[config.mk]
export PLATFORM = sky130hd
export DESIGN_NAME = ccff_chain_loader
export DESIGN_NICKNAME = d
export VERILOG_FILES = /design/src/rtl/ccff_chain_loader.sv
export SDC_FILE = /design/constraint.sdc
export NUM_CORES = 1
export LEC_CHECK = 0
export ABC_AREA = 0
export CAP_MARGIN = 20
export CORE_AREA = 10 10 111 113
export CTS_BUF_LIST = sky130_fd_sc_hd__clkbuf_16
export DETAILED_ROUTE_END_ITERATION = 8
export DIE_AREA = 0 0 121 123
export HOLD_SLACK_MARGIN = 0.03
export PLACE_DENSITY = 0.62
export SYNTH_ARGS = -nofsm -noshare
export SYNTH_HDL_FRONTEND = slang
export SYNTH_SLANG_ARGS = --single-unit
[constraint.sdc]
create_clock -name prog_clk -period 5.9 [get_ports prog_clk]
set_clock_uncertainty 0.05 [all_clocks]
set_input_delay 0.885 -clock prog_clk [delete_from_list [all_inputs] [get_ports prog_clk]]
set_output_delay 0.885 -clock prog_clk [all_outputs]
set_load 0.02 [all_outputs]
[src/rtl/ccff_chain_loader.sv]
// Programming controller for a configuration flip-flop chain: serialises bitstream words
// MSB-first into the chain, then rotates it once through the tail-to-head loopback and compares CRCs.
module ccff_chain_loader #(
    parameter int WORD_W = 8,
    parameter int CNT_W  = 16
) (
    input  logic              prog_clk,
    input  logic              pReset,
    input  logic              start,
    input  logic [CNT_W-1:0]  chain_len,
    input  logic [WORD_W-1:0] word_data,
    input  logic              word_valid,
    output logic              word_ready,
    output logic              ccff_head,
    input  logic              ccff_tail,
    output logic              chain_clk_en,
    output logic              busy,
    output logic              done,
    output logic              error,
    output logic [CNT_W-1:0]  bit_count
);

    localparam int          BL_W     = $clog2(WORD_W + 1);
    localparam logic [15:0] CRC_POLY = 16'h1021;
    localparam logic [15:0] CRC_INIT = 16'hFFFF;

    typedef enum logic [1:0] {
        S_IDLE,
        S_LOAD,
        S_CHECK,
        S_FINISH
    } state_t;

    state_t             r_state;
    state_t             w_state_nxt;
    logic [CNT_W-1:0]   r_len;
    logic [CNT_W-1:0]   r_bit_count;
    logic [WORD_W-1:0]  r_buf;
    logic [BL_W-1:0]    r_bits_left;
    logic [15:0]        r_crc_ld;
    logic [15:0]        r_crc_rb;
    logic               r_error;
    logic               r_err_forced;

    logic               w_shifting;
    logic               w_accept;
    logic               w_last_bit;
    logic [CNT_W-1:0]   w_bit_count_inc;

    // CRC-16-CCITT, one bit per call, MSB-first feedback.
    function automatic logic [15:0] crc16_step(input logic [15:0] crc, input logic b);
        logic fb;
        fb = crc[15] ^ b;
        return {crc[14:0], 1'b0} ^ (fb ? CRC_POLY : 16'h0000);
    endfunction

    // NOTE: every output gets its default before the case so no path can leave one unassigned (no latch).
    always_comb begin
        w_shifting      = (r_state == S_LOAD) && (r_bits_left != '0);
        w_bit_count_inc = r_bit_count + CNT_W'(1);
        w_last_bit      = (w_bit_count_inc == r_len);
        word_ready      = (r_state == S_LOAD) &&
                          ((r_bits_left == '0) || ((r_bits_left == BL_W'(1)) && w_shifting));
        w_accept        = word_valid && word_ready;
        busy            = (r_state != S_IDLE);
        bit_count       = r_bit_count;

        chain_clk_en = 1'b0;
        ccff_head    = 1'b0;
        done         = 1'b0;
        error        = r_error;
        w_state_nxt  = r_state;

        unique case (r_state)
            S_IDLE: begin
                if (start) begin
                    w_state_nxt = (chain_len == '0) ? S_FINISH : S_LOAD;
                end
            end
            S_LOAD: begin
                // An empty buffer stalls the chain: clock gated, head parked at 0.
                if (w_shifting) begin
                    chain_clk_en = 1'b1;
                    ccff_head    = r_buf[WORD_W-1];
                    if (w_last_bit) begin
                        w_state_nxt = S_CHECK;
                    end
                end
            end
            S_CHECK: begin
                chain_clk_en = 1'b1;
                ccff_head    = ccff_tail;
                if (w_last_bit) begin
                    w_state_nxt = S_FINISH;
                end
            end
            S_FINISH: begin
                done        = 1'b1;
                error       = r_err_forced || (r_crc_ld != r_crc_rb);
                w_state_nxt = S_IDLE;
            end
            default: w_state_nxt = S_IDLE;
        endcase
    end

    // NOTE: non-blocking assignments here so every register samples pre-edge values regardless of order.
    always_ff @(posedge prog_clk) begin
        if (pReset) begin
            r_state      <= S_IDLE;
            r_len        <= '0;
            r_bit_count  <= '0;
            r_buf        <= '0;
            r_bits_left  <= '0;
            r_crc_ld     <= CRC_INIT;
            r_crc_rb     <= CRC_INIT;
            r_error      <= 1'b0;
            r_err_forced <= 1'b0;
        end else begin
            r_state <= w_state_nxt;
            unique case (r_state)
                S_IDLE: begin
                    if (start) begin
                        r_len        <= chain_len;
                        r_error      <= 1'b0;
                        r_err_forced <= (chain_len == '0);
                        r_bit_count  <= '0;
                        r_buf        <= '0;
                        r_bits_left  <= '0;
                        r_crc_ld     <= CRC_INIT;
                        r_crc_rb     <= CRC_INIT;
                    end
                end
                S_LOAD: begin
                    if (w_shifting) begin
                        r_crc_ld <= crc16_step(r_crc_ld, r_buf[WORD_W-1]);
                        if (w_last_bit) begin
                            // Chain is full: drop any unshifted tail of the last word.
                            r_buf       <= '0;
                            r_bits_left <= '0;
                            r_bit_count <= '0;
                        end else begin
                            r_bit_count <= w_bit_count_inc;
                            if (w_accept) begin
                                r_buf       <= word_data;
                                r_bits_left <= BL_W'(WORD_W);
                            end else begin
                                r_buf       <= {r_buf[WORD_W-2:0], 1'b0};
                                r_bits_left <= r_bits_left - BL_W'(1);
                            end
                        end
                    end else if (w_accept) begin
                        r_buf       <= word_data;
                        r_bits_left <= BL_W'(WORD_W);
                    end
                end
                S_CHECK: begin
                    r_crc_rb    <= crc16_step(r_crc_rb, ccff_tail);
                    r_bit_count <= w_bit_count_inc;
                end
                S_FINISH: begin
                    r_error <= error;
                end
                default: ;
            endcase
        end
    end

endmodule

; Word level (Yosys, flattened, before mapping)
; Cells that the tools add are included.
[word_totals]
ff_bits = 80
[op_classes]
bitwise = 4
addsub = 2
n_reduce_logical = 22
eq_ne = 11
mux = 36
[ops]
columns = cell, n
row1 = two-way mux 16 bit, 5
row2 = case mux 16 bit (2 select lines), 2
row3 = case mux 16 bit (3 select lines), 1
row4 = two-way mux 8 bit, 5
row5 = bitwise XOR 16 x 13 -> 16 bit, 2
row6 = two-way mux 13 bit, 2
row7 = two-way mux 4 bit, 5
row8 = "adder 16 x 1 -> 16 bit, second input constant", 1
row9 = equality test 16 bit, 1
row10 = zero test 16 bit, 1
row11 = inequality test 16 bit, 1
row12 = case mux 8 bit (2 select lines), 1
row13 = two-way mux 2 bit, 5
row14 = AND reduction 3 bit, 3
row15 = "inequality test 2 bit, second input constant", 4
row16 = case mux 2 bit (4 select lines), 1
row17 = case mux 4 bit (2 select lines), 1
row18 = nonzero test 2 bit, 4
row19 = case mux 1 bit (2 select lines), 3
row20 = AND reduction 2 bit, 3
row21 = two-way mux 1 bit, 5
row22 = "equality test 2 bit, second input constant", 2
row23 = "equality test 4 x 1 -> 1 bit, second input constant", 1
row24 = logical AND 1 bit, 4
row25 = 10 further kinds, 12

; Depth between registers and ports, before layout
; Gate-level depths: netlist (run 1).
[logic_depth]
depth_word = 10
depth_mapped = 10
depth_no_buf = 8

; Worst setup path before layout (run 1)
; Ideal clock, no wire load.
[synth_path]
path_type = register -> register
start = register r_bit_count[0], in the netlist bit_count[0]
end = register r_buf[7]
t_arrival_ns = 2.760
synth_period_minus_slack_ns = 2.883
required_time_ns = 5.777
setup_slack_ns = 3.017
path_stages_with_launch = 10
cell_sequence = dfxtp_1 > ha_1 > nand3_1 > o31a_1 > o311ai_0 > a21oi_1 > and3b_1 > buf_6 > a2111o_1 > o22ai_2
[synth_via]
elab_chain_cells = 5
[synth_rtl]
columns = element, line_no
row1 = "start, declared", 37  ; logic [CNT_W-1:0] r_bit_count;
row2 = "start signal, assigned", 142  ; r_bit_count <= w_bit_count_inc;
row3 = "start signal, assigned", 158  ; r_bit_count <= w_bit_count_inc;
row4 = adder 16 x 1 -> 16 bit, 60  ; w_bit_count_inc = r_bit_count + CNT_W'(1);
row5 = equality test 16 bit, 61  ; w_last_bit = (w_bit_count_inc == r_len);
row6 = two-way mux 8 bit, 136  ; if (w_last_bit) begin
row7 = two-way mux 8 bit, 134  ; if (w_shifting) begin
row8 = case mux 8 bit (2 select lines), 120  ; unique case (r_state)
row9 = "end signal, assigned", 144  ; r_buf <= word_data;
row10 = "end signal, assigned", 147  ; r_buf <= {r_buf[WORD_W-2:0], 1'b0};
row11 = "end signal, assigned", 152  ; r_buf <= word_data;
row12 = "end, declared", 38  ; logic [WORD_W-1:0] r_buf;
; No other way between the ends.
; A chain may end at the register's enable or synchronous reset.

; Worst setup path in the final report (run 1)
[layout_path]
start = register r_state[1]
end = output ccff_head
[layout_via]
elab_chain_cells = 4
[layout_rtl]
columns = element, line_no
row1 = "start, declared", 34  ; state_t r_state;
row2 = "start signal, assigned", 119  ; r_state <= w_state_nxt;
row3 = equality test 2 x 1 -> 1 bit, "59, 74"
row4 = logical AND 1 bit, 59  ; w_shifting = (r_state == S_LOAD) && (r_bits_left != '0);
row5 = two-way mux 1 bit, 82  ; if (w_shifting) begin
row6 = case mux 1 bit (2 select lines) *, 74  ; unique case (r_state)
row7 = "end, declared", 14  ; output logic ccff_head,
; Every way passes the cells marked *; elsewhere a longest branch is shown, timed or not.

==> impl_results.md, run 1 <==
- Lkg Pwr: 1.76 nW
- Crit Path Class: reg -> out
- Power, Total: 1.73 mW
- Site row count: 37
- Worst Path Required: 4.97 ns
- Wire per inst: 17.1 um
- Min cycle time layout: 3.82 ns
- Compound-cell area share of the yosys netlist: 0.208
- Vias in the first global route: 3812
- Commonest cells post-synth: 80 x dfxtp_1, 59 x nand2_1, 44 x nand2b_1
- Fill count: 976
- Max Clock Freq: 262 MHz
- Warnings, synthesis: 0
- CP Max Fanout: 11
- Critical path arrival: 2.89 ns
- Post-synth top area cell: dfxtp_1
- Root Driver: clkbuf_16
- Final setup TNS: 0 ns
- RD Place Congestion: 0.864
- Post-Synth Simple-Gate Area: 0.272
- Via/cell ratio: 5.81
- Post-CTS setup buffers: 0
- Hold-fix buffers, CTS: 0
- Worst-case vdd ir drop: 0.206 mV
- Placeable Area: 10100 sq um
- Xor and xnor area share after synthesis: 0.0842
- Pin count of the biggest net entering global routing: 84
- Initial antenna violation count: 0
- TritonCTS buffer count: 9
- Worst slew pin tran: 1.02 ns
- Number of I/O pins: 51
- Worst hold path type: reg -> reg
- Fin. Hold Viols: 0
- Post-synth EDFFs: 0
- Routed WL: 11800 um
- Die Width: 121 um
- PortBufs: 50
- Post-synth top area share: 0.362
- Die area: 14900 sq um
- Hpwl dp: 8520 um
- RSZ-0062 raised after global routing: no
- Most common cell in the netlist: dfxtp_1
- Clk buf depth: 2
- Seq/Total Area, Yosys: 0.362
- Max-capacitance violation count: 0
- Synth area leaders: dfxtp_1 36%, nand2b_1 6.2%, o22ai_1 5.4%
- First-pass iteration count of the detailed router: 5
- Total track usage: 0.156
- Critical Path Start Type: register
- ANT nets after route: 0
- Vias post-DR: 4016
- Slew Limit Fails: 0
- Final net count: 588
- First-iteration detailed-routing DRC count: 352
- Async SR Flop Fraction: 0
- Synth Area in Adders: 0.0226
- Setup slack, reg-to-reg: 2.25 ns
- Fraction of layout instances using a drive strength above 1: 0.0523
- H-Tree Depth: 3
- First-pass GRT wire length: 19200 um
- DRC viols: 0
- Syn Area/Cell: 8.40 sq um
- Area grow syn2layout: 17.9%
- Chip height: 123 um
- Synth Register Bits: 80
- PostCTS Resize Cnt: 0
- Initial Utilization: 0.437
- Top FF cell, synth: dfxtp_1
- Synth unique cells: 65
- # diodes: 0
- CTS tree: yes
- Pwr per Cell Area: 331 nW/um^2
- Status: finished, final reports clean
- Clock Sinks: 80
- Setup Viol. Count Final: 0
- CTS clock-pin slew for the worst setup and hold paths: 0.06 ns
- Clock Latency Late Sink: 0.34 ns
- Period utilization: 0.648
- Worst Setup End Kind: output port
- Largest family of logic cells by synthesized area: simple AND/OR/NAND/NOR gates
- Synthesized Nets: 564
- Mapped Cells: 527
- Slew HR: 0.319
- Synthesized area: 4430 sq um
- GRT overflow: 0
- Multiplexer area fraction after synthesis: 0.00339
-- worst paths after layout --
path	startpoint	end	cells past startpoint
worst max-delay path	r_state[1]	ccff_head	7
worst max register to register	bit_count[0]	bit_count[7]	8
worst min register to register	r_buf[0]	r_buf[0]	2
worst min-delay path	r_buf[0]	r_buf[0]	2
-- routing by layer --
metal  vias up  global-route usage  part of all wire
met5         -                   0                 0
met4         0              0.0513             0.012
met3        12              0.0305             0.049
met2        94               0.249              0.47
met1      1926               0.208              0.47
li1       1984                   -                 -
-- stage by stage --
| stage | instances | hold WS [ns] | area, sq um | worst slack [ns] | utilization |
|---|---|---|---|---|---|
| 4_1_cts | 690 | 0.408 | 5210 | 2.08 | 0.514 |
| 2_1_floorplan | 527 | 0.387 | 4430 | 3.02 | - |
| 5_1_grt | 691 | 0.449 | 5220 | 1.88 | 0.515 |
| 6_report | 691 | 0.410 | 5220 | 2.08 | 0.515 |
| 3_3_place_gp | 675 | 0.399 | 4930 | 2.42 | 0.486 |
| 3_5_place_dp | 675 | 0.400 | 4930 | 2.26 | 0.486 |
-- worst max-delay path, stage by stage, from the launching register on --
cell and delay (ns):
dfxtp_1 0.35, inv_1 0.12, ha_1 0.31, inv_1 0.17
nor2_1 0.65, a22oi_1 0.14, nor2b_1 0.18, clkdlybuf4s50_1 0.64
-- power breakdown --
group | total, mW | switching, mW | internal, mW
Combinational | 0.560 | 0.365 | 0.195
Clock | 0.547 | 0.224 | 0.324
Sequential | 0.618 | 0.0408 | 0.578
-- layout by cell type (no fill, tap or decap), types with 9 or more instances in the layout --
cell type | netlist | final
a21oi_1 | 26 | 26
a22oi_1 | 10 | 10
clkbuf_16 | 0 | 9
clkdlybuf4s50_1 | 0 | 49
dfxtp_1 | 80 | 80
inv_1 | 10 | 11
nand2_1 | 59 | 59
nand2b_1 | 44 | 44
nand3_1 | 14 | 14
nand4_1 | 21 | 21
nor2_1 | 23 | 23
nor4_1 | 11 | 11
o22ai_1 | 38 | 38
xnor2_1 | 23 | 23
xor2_1 | 17 | 17
-- kinds of logic after synthesis --
logic type,Yosys count
multiplexers,1
AO/OA/AOI/OAI,130
flip-flops,80
XOR/XNOR,41
buffers and inverters,49
AND/OR/NAND/NOR,218
adder cells (fa/ha/maj),8
-- area by class of cell --
class | count | area (sq um) | area share
clock buffers | 9 | 225 | 0.0431
clock inverters | 6 | 62.6 | 0.0120
inverters | 10 | 37.5 | 0.00719
multi-input cells | 398 | 2610 | 0.501
flip-flops and latches | 80 | 1600 | 0.307
well taps | 136 | 170 | 0.0326
repair buffers | 52 | 510 | 0.0978
-- flip-flops by register name, indices dropped and copies added, names as in the netlist --
register      flops
r_state           2
r_err_forced      1
r_crc_rb         16
bit_count        16
r_error           1
r_bits_left       4
r_len            16
r_crc_ld         16
r_buf             8
No activity file was read; power rests on OpenSTA's default activity.
==> run 2: changes to the inputs <==
--- a/config.mk
+++ b/config.mk
@@ -12,7 +12,7 @@
 export DETAILED_ROUTE_END_ITERATION = 8
 export DIE_AREA = 0 0 121 123
 export HOLD_SLACK_MARGIN = 0.03
-export PLACE_DENSITY = 0.62
+export PLACE_DENSITY = 0.64
 export SYNTH_ARGS = -nofsm -noshare
 export SYNTH_HDL_FRONTEND = slang
 export SYNTH_SLANG_ARGS = --single-unit
==> constraint.sdc (replaced) <==
create_clock -name prog_clk -period 3.15 [get_ports prog_clk]
set_clock_uncertainty 0.05 [all_clocks]
set_input_delay 0.4725 -clock prog_clk [delete_from_list [all_inputs] [get_ports prog_clk]]
set_output_delay 0.4725 -clock prog_clk [all_outputs]
set_load 0.02 [all_outputs]
==> run 2 against run 1 <==
Combinational power rose by 100%. Register-to-register slack got worse by 2.1 ns. Critical endpoint is now r_buf[2]. Largest cell class unchanged. Largest power group unchanged. Critical path type is now reg -> reg. Die area did not move.
==> impl_results.md, run 2 (synthesis gave the netlist of run 1 again) <==
- Status: finished, final reports clean
- CP max stage cell: a2111o_1
- Pre-CTS WS: 0.104 ns (-2.15 ns)
- Clk buf depth: 2 (unchanged)
- CTS clock-pin slew for the worst setup and hold paths: 0.06 ns (about the same)
- CTS tree: yes
- GRT overflow: 0 (unchanged)
- Wire per inst: 16.8 um (-1.8%)
- Worst slew pin tran: 0.624 ns (-0.394 ns)
- Vias post-DR: 4035 (+0.47%)
- Crit Path Class: reg -> reg
- Period utilization: 0.957
- Vias in the first global route: 3904 (+2.4%)
- Placed Area: 5050 sq um (+2.4%)
- Final net count: 603 (+2.6%)
- DRC viols: 0 (unchanged)
- Max-capacitance violation count: 0 (unchanged)
- First-iteration detailed-routing DRC count: 223 (-37%)
- Fin area: 5310 sq um (+1.6%)
- # diodes: 0 (unchanged)
- Initial Utilization: 0.437 (unchanged)
- Pin count of the biggest net entering global routing: 46 (-45%)
- Site row count: 37 (unchanged)
- Root Driver: clkbuf_16
- Worst hold path type: reg -> reg
- Clock Sinks: 80 (unchanged)
- H-Tree Depth: 3 (unchanged)
- Max Clock Freq: 332 MHz
- Die Width: 121 um (unchanged)
- Die area: 14900 sq um (unchanged)
- Critical Path Start Type: register
- Hpwl dp: 8850 um (+3.9%)
- RSZ-0062 raised after global routing: no
- Fraction of layout instances using a drive strength above 1: 0.0737 (+0.0214)
- Initial antenna violation count: 0 (unchanged)
- Chip height: 123 um (unchanged)
- Placed cell count: 691 (+2.4%)
- Power, Total: 3.20 mW (+85%)
- Routed WL: 11900 um (+0.36%)
- TritonCTS buffer count: 9 (unchanged)
- Most frequent cells in the layout: 80 x dfxtp_1, 59 x nand2_1, 49 x clkdlybuf4s50_1
- Worst-case vdd ir drop: 0.331 mV (+61%)
- Hold path depth: 2 (unchanged)
- Number of I/O pins: 51 (unchanged)
- Worst Setup End Kind: register
- Total track usage: 0.160 (+0.00308)
- Lkg Pwr: 1.82 nW (+3.6%)
- Crit-path cells: ha_1, nand3_1, o31a_1, o311ai_0, a21oi_2, and3b_1, a2111o_1, o22ai_1
- Final setup TNS: 0 ns (unchanged)
- Commonest non-fill, non-tap cell in the layout: dfxtp_1
- First-pass GRT wire length: 19200 um (+0.36%)
- Non-Filler Instances: 706 (+2.2%)
- Hold slack: 0.405 ns (-0.00489 ns)
- Placeable Area: 10100 sq um (unchanged)
- PortBufs: 50 (unchanged)
- Slew HR: 0.584 (+0.265)
- ANT nets after route: 0 (unchanged)
- Clock Latency Late Sink: 0.34 ns (about the same)
- Slew Limit Fails: 0 (unchanged)
- Fin. Hold Viols: 0 (unchanged)
- RD Place Congestion: 0.866 (+0.20%)
- Via/cell ratio: 5.72 (-1.7%)
- Final core occ: 0.523 (+0.00827)
- First-pass iteration count of the detailed router: 4 (-1)
- Fill count: 987 (+1.1%)
- Hold-fix buffers, CTS: 0 (unchanged)
- Min cycle time layout: 3.01 ns
- Setup Viol. Count Final: 0 (unchanged)
- Final WS setup: 0.136 ns (-1.94 ns)
- R2R cell count: 8 (unchanged)
- Worst Path Required: 3.37 ns (-1.60 ns)
- Critical path arrival: 3.23 ns (+0.34 ns)
- CP Max Fanout: 9 (-2)
- Crit path largest cell delay: 0.57 ns (-0.08 ns)
- Pwr per Cell Area: 603 nW/um^2 (+82%)
- Area grow syn2layout: 19.8%
[run 2: where the power goes]
part | leakage (nW) | switching [mW] | internal [mW]
registers | 0.649 | 0.0676 | 1.08
clock network | 0.125 | 0.404 | 0.517
logic | 1.05 | 0.713 | 0.416
[run 2: worst paths after layout]
path,startpoint,to,slack [ns]
min reg2reg,r_buf[0],r_buf[0],0.40
max,bit_count[1],r_buf[2],0.14
max reg2reg,bit_count[1],r_buf[2],0.14
min,r_buf[0],r_buf[0],0.40
[run 2: final cells by class]
cell class / instances / area [sq um] / area share
flip-flops and latches: 80 / 1600 / 0.302
repair buffers: 67 / 623 / 0.117
well taps: 136 / 170 / 0.0321
clock inverters: 6 / 30.0 / 0.00566
inverters: 10 / 37.5 / 0.00708
multi-input cells: 398 / 2620 / 0.493
clock buffers: 9 / 225 / 0.0425
[run 2: critical path: cells and delay by family, from the launching register on]
| family | cells | cell delay (ns) |
|---|---|---|
| flops | 1 | 0.48 |
| simple gates | 2 | 0.51 |
| fa+ha+maj | 1 | 0.31 |
| compound gates | 5 | 1.59 |
[run 2: per-layer routing]
layer | up-vias | wire (um) | GRT usage | part of all wire
met5 | - | 0 | 0 | 0
met4 | 0 | 180 | 0.0799 | 0.015
met3 | 14 | 612 | 0.0319 | 0.052
met2 | 95 | 5650 | 0.254 | 0.48
met1 | 1902 | 5410 | 0.202 | 0.46
li1 | 2024 | - | - | -
[run 2: what timing repair did]
| item | CTS | global route |
|---|---|---|
| gates resized for setup | 0 | 1 |
| endpoints found under the setup margin | 0 | 8 |
| endpoints found under the hold margin | 0 | 0 |
| setup buffers | 0 | 0 |
==> run 3: changes to the inputs <==
--- a/config.mk
+++ b/config.mk
@@ -13,6 +13,7 @@
 export DIE_AREA = 0 0 121 123
 export HOLD_SLACK_MARGIN = 0.03
 export PLACE_DENSITY = 0.64
+export RECOVER_POWER = 50
 export SYNTH_ARGS = -nofsm -noshare
 export SYNTH_HDL_FRONTEND = slang
 export SYNTH_SLANG_ARGS = --single-unit
==> run 3 against run 2 <==
Critical path depth unchanged. Flip-flop and latch count unchanged. Global-route usage unchanged. First-iteration DRC count decreased by 3.1%. Wire length increased by 0.27%. Clock power about the same. Utilization about the same. Die area unchanged. Combinational power about the same. Highest routed layer unchanged. Total power decreased by 0.27%. Sequential share of layout area about the same. Cell count unchanged.
==> impl_results.md, run 3 (synthesis gave the netlist of run 1 again) <==
- CTS clock-pin slew for the worst setup and hold paths: 0.06 ns (about the same)
- RD Place Congestion: 0.866 (unchanged)
- First-iteration detailed-routing DRC count: 216 (-3.1%)
- Fraction of layout instances using a drive strength above 1: 0.0719 (-0.00175)
- CP Max Fanout: 9 (unchanged)
- Status: finished, final reports clean
- CP max stage cell: a2111o_1
- Worst slew pin tran: 0.678 ns (+0.0540 ns)
- Area grow syn2layout: 19.7% (about the same)
- PortBufs: 50 (unchanged)
- Clk buf depth: 2 (unchanged)
- Critical Path Start Type: register
- Most frequent cells in the layout: 80 x dfxtp_1, 59 x nand2_1, 44 x nand2b_1
- Hold_sp: r_buf[0]
- # diodes: 0 (unchanged)
- Worst R2R Start: bit_count[1]
- Worst-case vdd ir drop: 0.331 mV (about the same)
- Slew Limit Fails: 0 (unchanged)
- Placeable Area: 10100 sq um (unchanged)
- Number of I/O pins: 51 (unchanged)
- Multi-input gate area: 2620 sq um (unchanged)
- Fin. Hold Viols: 0 (unchanged)
- Chip height: 123 um (unchanged)
- RSZ-0062 raised after global routing: no
- Clock Latency Late Sink: 0.34 ns (about the same)
- CTS tree: yes
- Worst Setup End Kind: register
- ANT nets after route: 0 (unchanged)
- Commonest non-fill, non-tap cell in the layout: dfxtp_1
- First-pass GRT wire length: 19200 um (unchanged)
- Setup crit start: bit_count[1]
- Worst Path Required: 3.37 ns (about the same)
- Routed WL: 11900 um (+0.27%)
- DRC viols: 0 (unchanged)
- Final setup TNS: 0 ns (unchanged)
- Pin count of the biggest net entering global routing: 46 (unchanged)
- Site row count: 37 (unchanged)
- Crit-path cells: ha_1, nand3_1, o31a_1, o311ai_0, a21oi_2, and3b_1, a2111o_1, o22ai_1
- Fill count: 989 (+0.20%)
- Die Width: 121 um (unchanged)
- GRT overflow: 0 (unchanged)
- Max Clock Freq: 333 MHz (+0.45%)
- Clock Sinks: 80 (unchanged)
- Crit path largest cell delay: 0.57 ns (about the same)
- Initial antenna violation count: 0 (unchanged)
- Max-capacitance violation count: 0 (unchanged)
- Crit Path Class: reg -> reg
- CP Buf/Inv Count: 0 (unchanged)
- CP top delay family: compound AO/OA/AOI/OAI gates
- Via/cell ratio: 5.70 (-0.20%)
- Die area: 14900 sq um (unchanged)
- Hpwl dp: 8850 um (unchanged)
- Vias in the first global route: 3904 (unchanged)
- H-Tree Depth: 3 (unchanged)
- First-pass iteration count of the detailed router: 4 (unchanged)
- Setup Viol. Count Final: 0 (unchanged)
- Min cycle time layout: 3.00 ns (-0.0134 ns)
- Total track usage: 0.160 (unchanged)
- Register Area: 1600 sq um (unchanged)
- Slew HR: 0.548 (-0.0360)
- Wire per inst: 16.8 um (+0.27%)
- Root Driver: clkbuf_16
- Initial Utilization: 0.437 (unchanged)
- Worst hold path type: reg -> reg
- TritonCTS buffer count: 9 (unchanged)
- Final net count: 603 (unchanged)
- Pwr per Cell Area: 602 nW/um^2 (-0.20%)
- Power, Total: 3.19 mW (-0.27%)
- Period utilization: 0.952 (-0.00425)
- Lkg Pwr: 1.86 nW (+2.3%)
- Critical path arrival: 3.22 ns (about the same)
- Vias post-DR: 4027 (-0.20%)
[run 3: cell count changes in the layout (fill, tap and decap cells not counted)]
cell / previous run / this run
and2_0: 0 / 1
and2_1: 4 / 3
buf_4: 17 / 16
clkbuf_1: 0 / 1
clkdlybuf4s50_1: 49 / 36
dlygate4sd3_1: 0 / 13
[run 3: path summary, 6_finish.rpt]
check,end,slack [ns],cells after the start
worst max register to register,r_buf[2],0.15,8
worst min-delay path,r_buf[0],0.41,2
worst max-delay path,r_buf[2],0.15,8
worst min register to register,r_buf[0],0.41,2
[run 3: metal layers]
layer | vias to the layer above | wire length [um] | track usage | share of wire
li1 | 2028 | - | - | -
met3 | 17 | 568 | 0.0319 | 0.048
met5 | - | 0 | 0 | 0
met4 | 0 | 216 | 0.0799 | 0.018
met1 | 1890 | 5450 | 0.202 | 0.46
met2 | 92 | 5650 | 0.254 | 0.48
[run 3: layout make-up]
| class | instances | area share |
|---|---|---|
| clock buffer | 9 | 0.0425 |
| inverter | 10 | 0.00708 |
| multi-input combinational | 398 | 0.494 |
| timing repair buffer | 67 | 0.117 |
| clock inverter | 6 | 0.00566 |
| tap | 136 | 0.0321 |
| sequential | 80 | 0.302 |
[run 3: repair_timing]
action,in CTS,in global routing
hold buffers,0,0
gates resized for setup,0,1
setup buffers,0,0
setup endpoints to repair,0,8
[run 3: stage by stage]
stage | hold WS [ns] | setup WS [ns] | utilization | instances | instance area (sq um)
6_report | 0.406 | 0.150 | 0.523 | 706 | 5300
5_1_grt | 0.433 | 0.00787 | 0.523 | 706 | 5300
4_1_cts | 0.409 | 0.0830 | 0.523 | 706 | 5300
3_5_place_dp | 0.401 | 0.104 | 0.498 | 691 | 5050
3_3_place_gp | 0.400 | 0.232 | 0.498 | 691 | 5050
2_1_floorplan | 0.387 | 0.267 | - | 527 | 4430
[run 3: report_power, final]
| part | internal (mW) | switching [mW] |
|---|---|---|
| logic | 0.407 | 0.713 |
| clock network | 0.517 | 0.404 |
| registers | 1.08 | 0.0678 |
[run 3: worst register-to-register path, delay by kind of cell, from the launching register on]
family          cells  cell delay [ns]
compound gates      5             1.59
simple gates        2             0.51
flops               1             0.47
fa+ha+maj           1             0.31
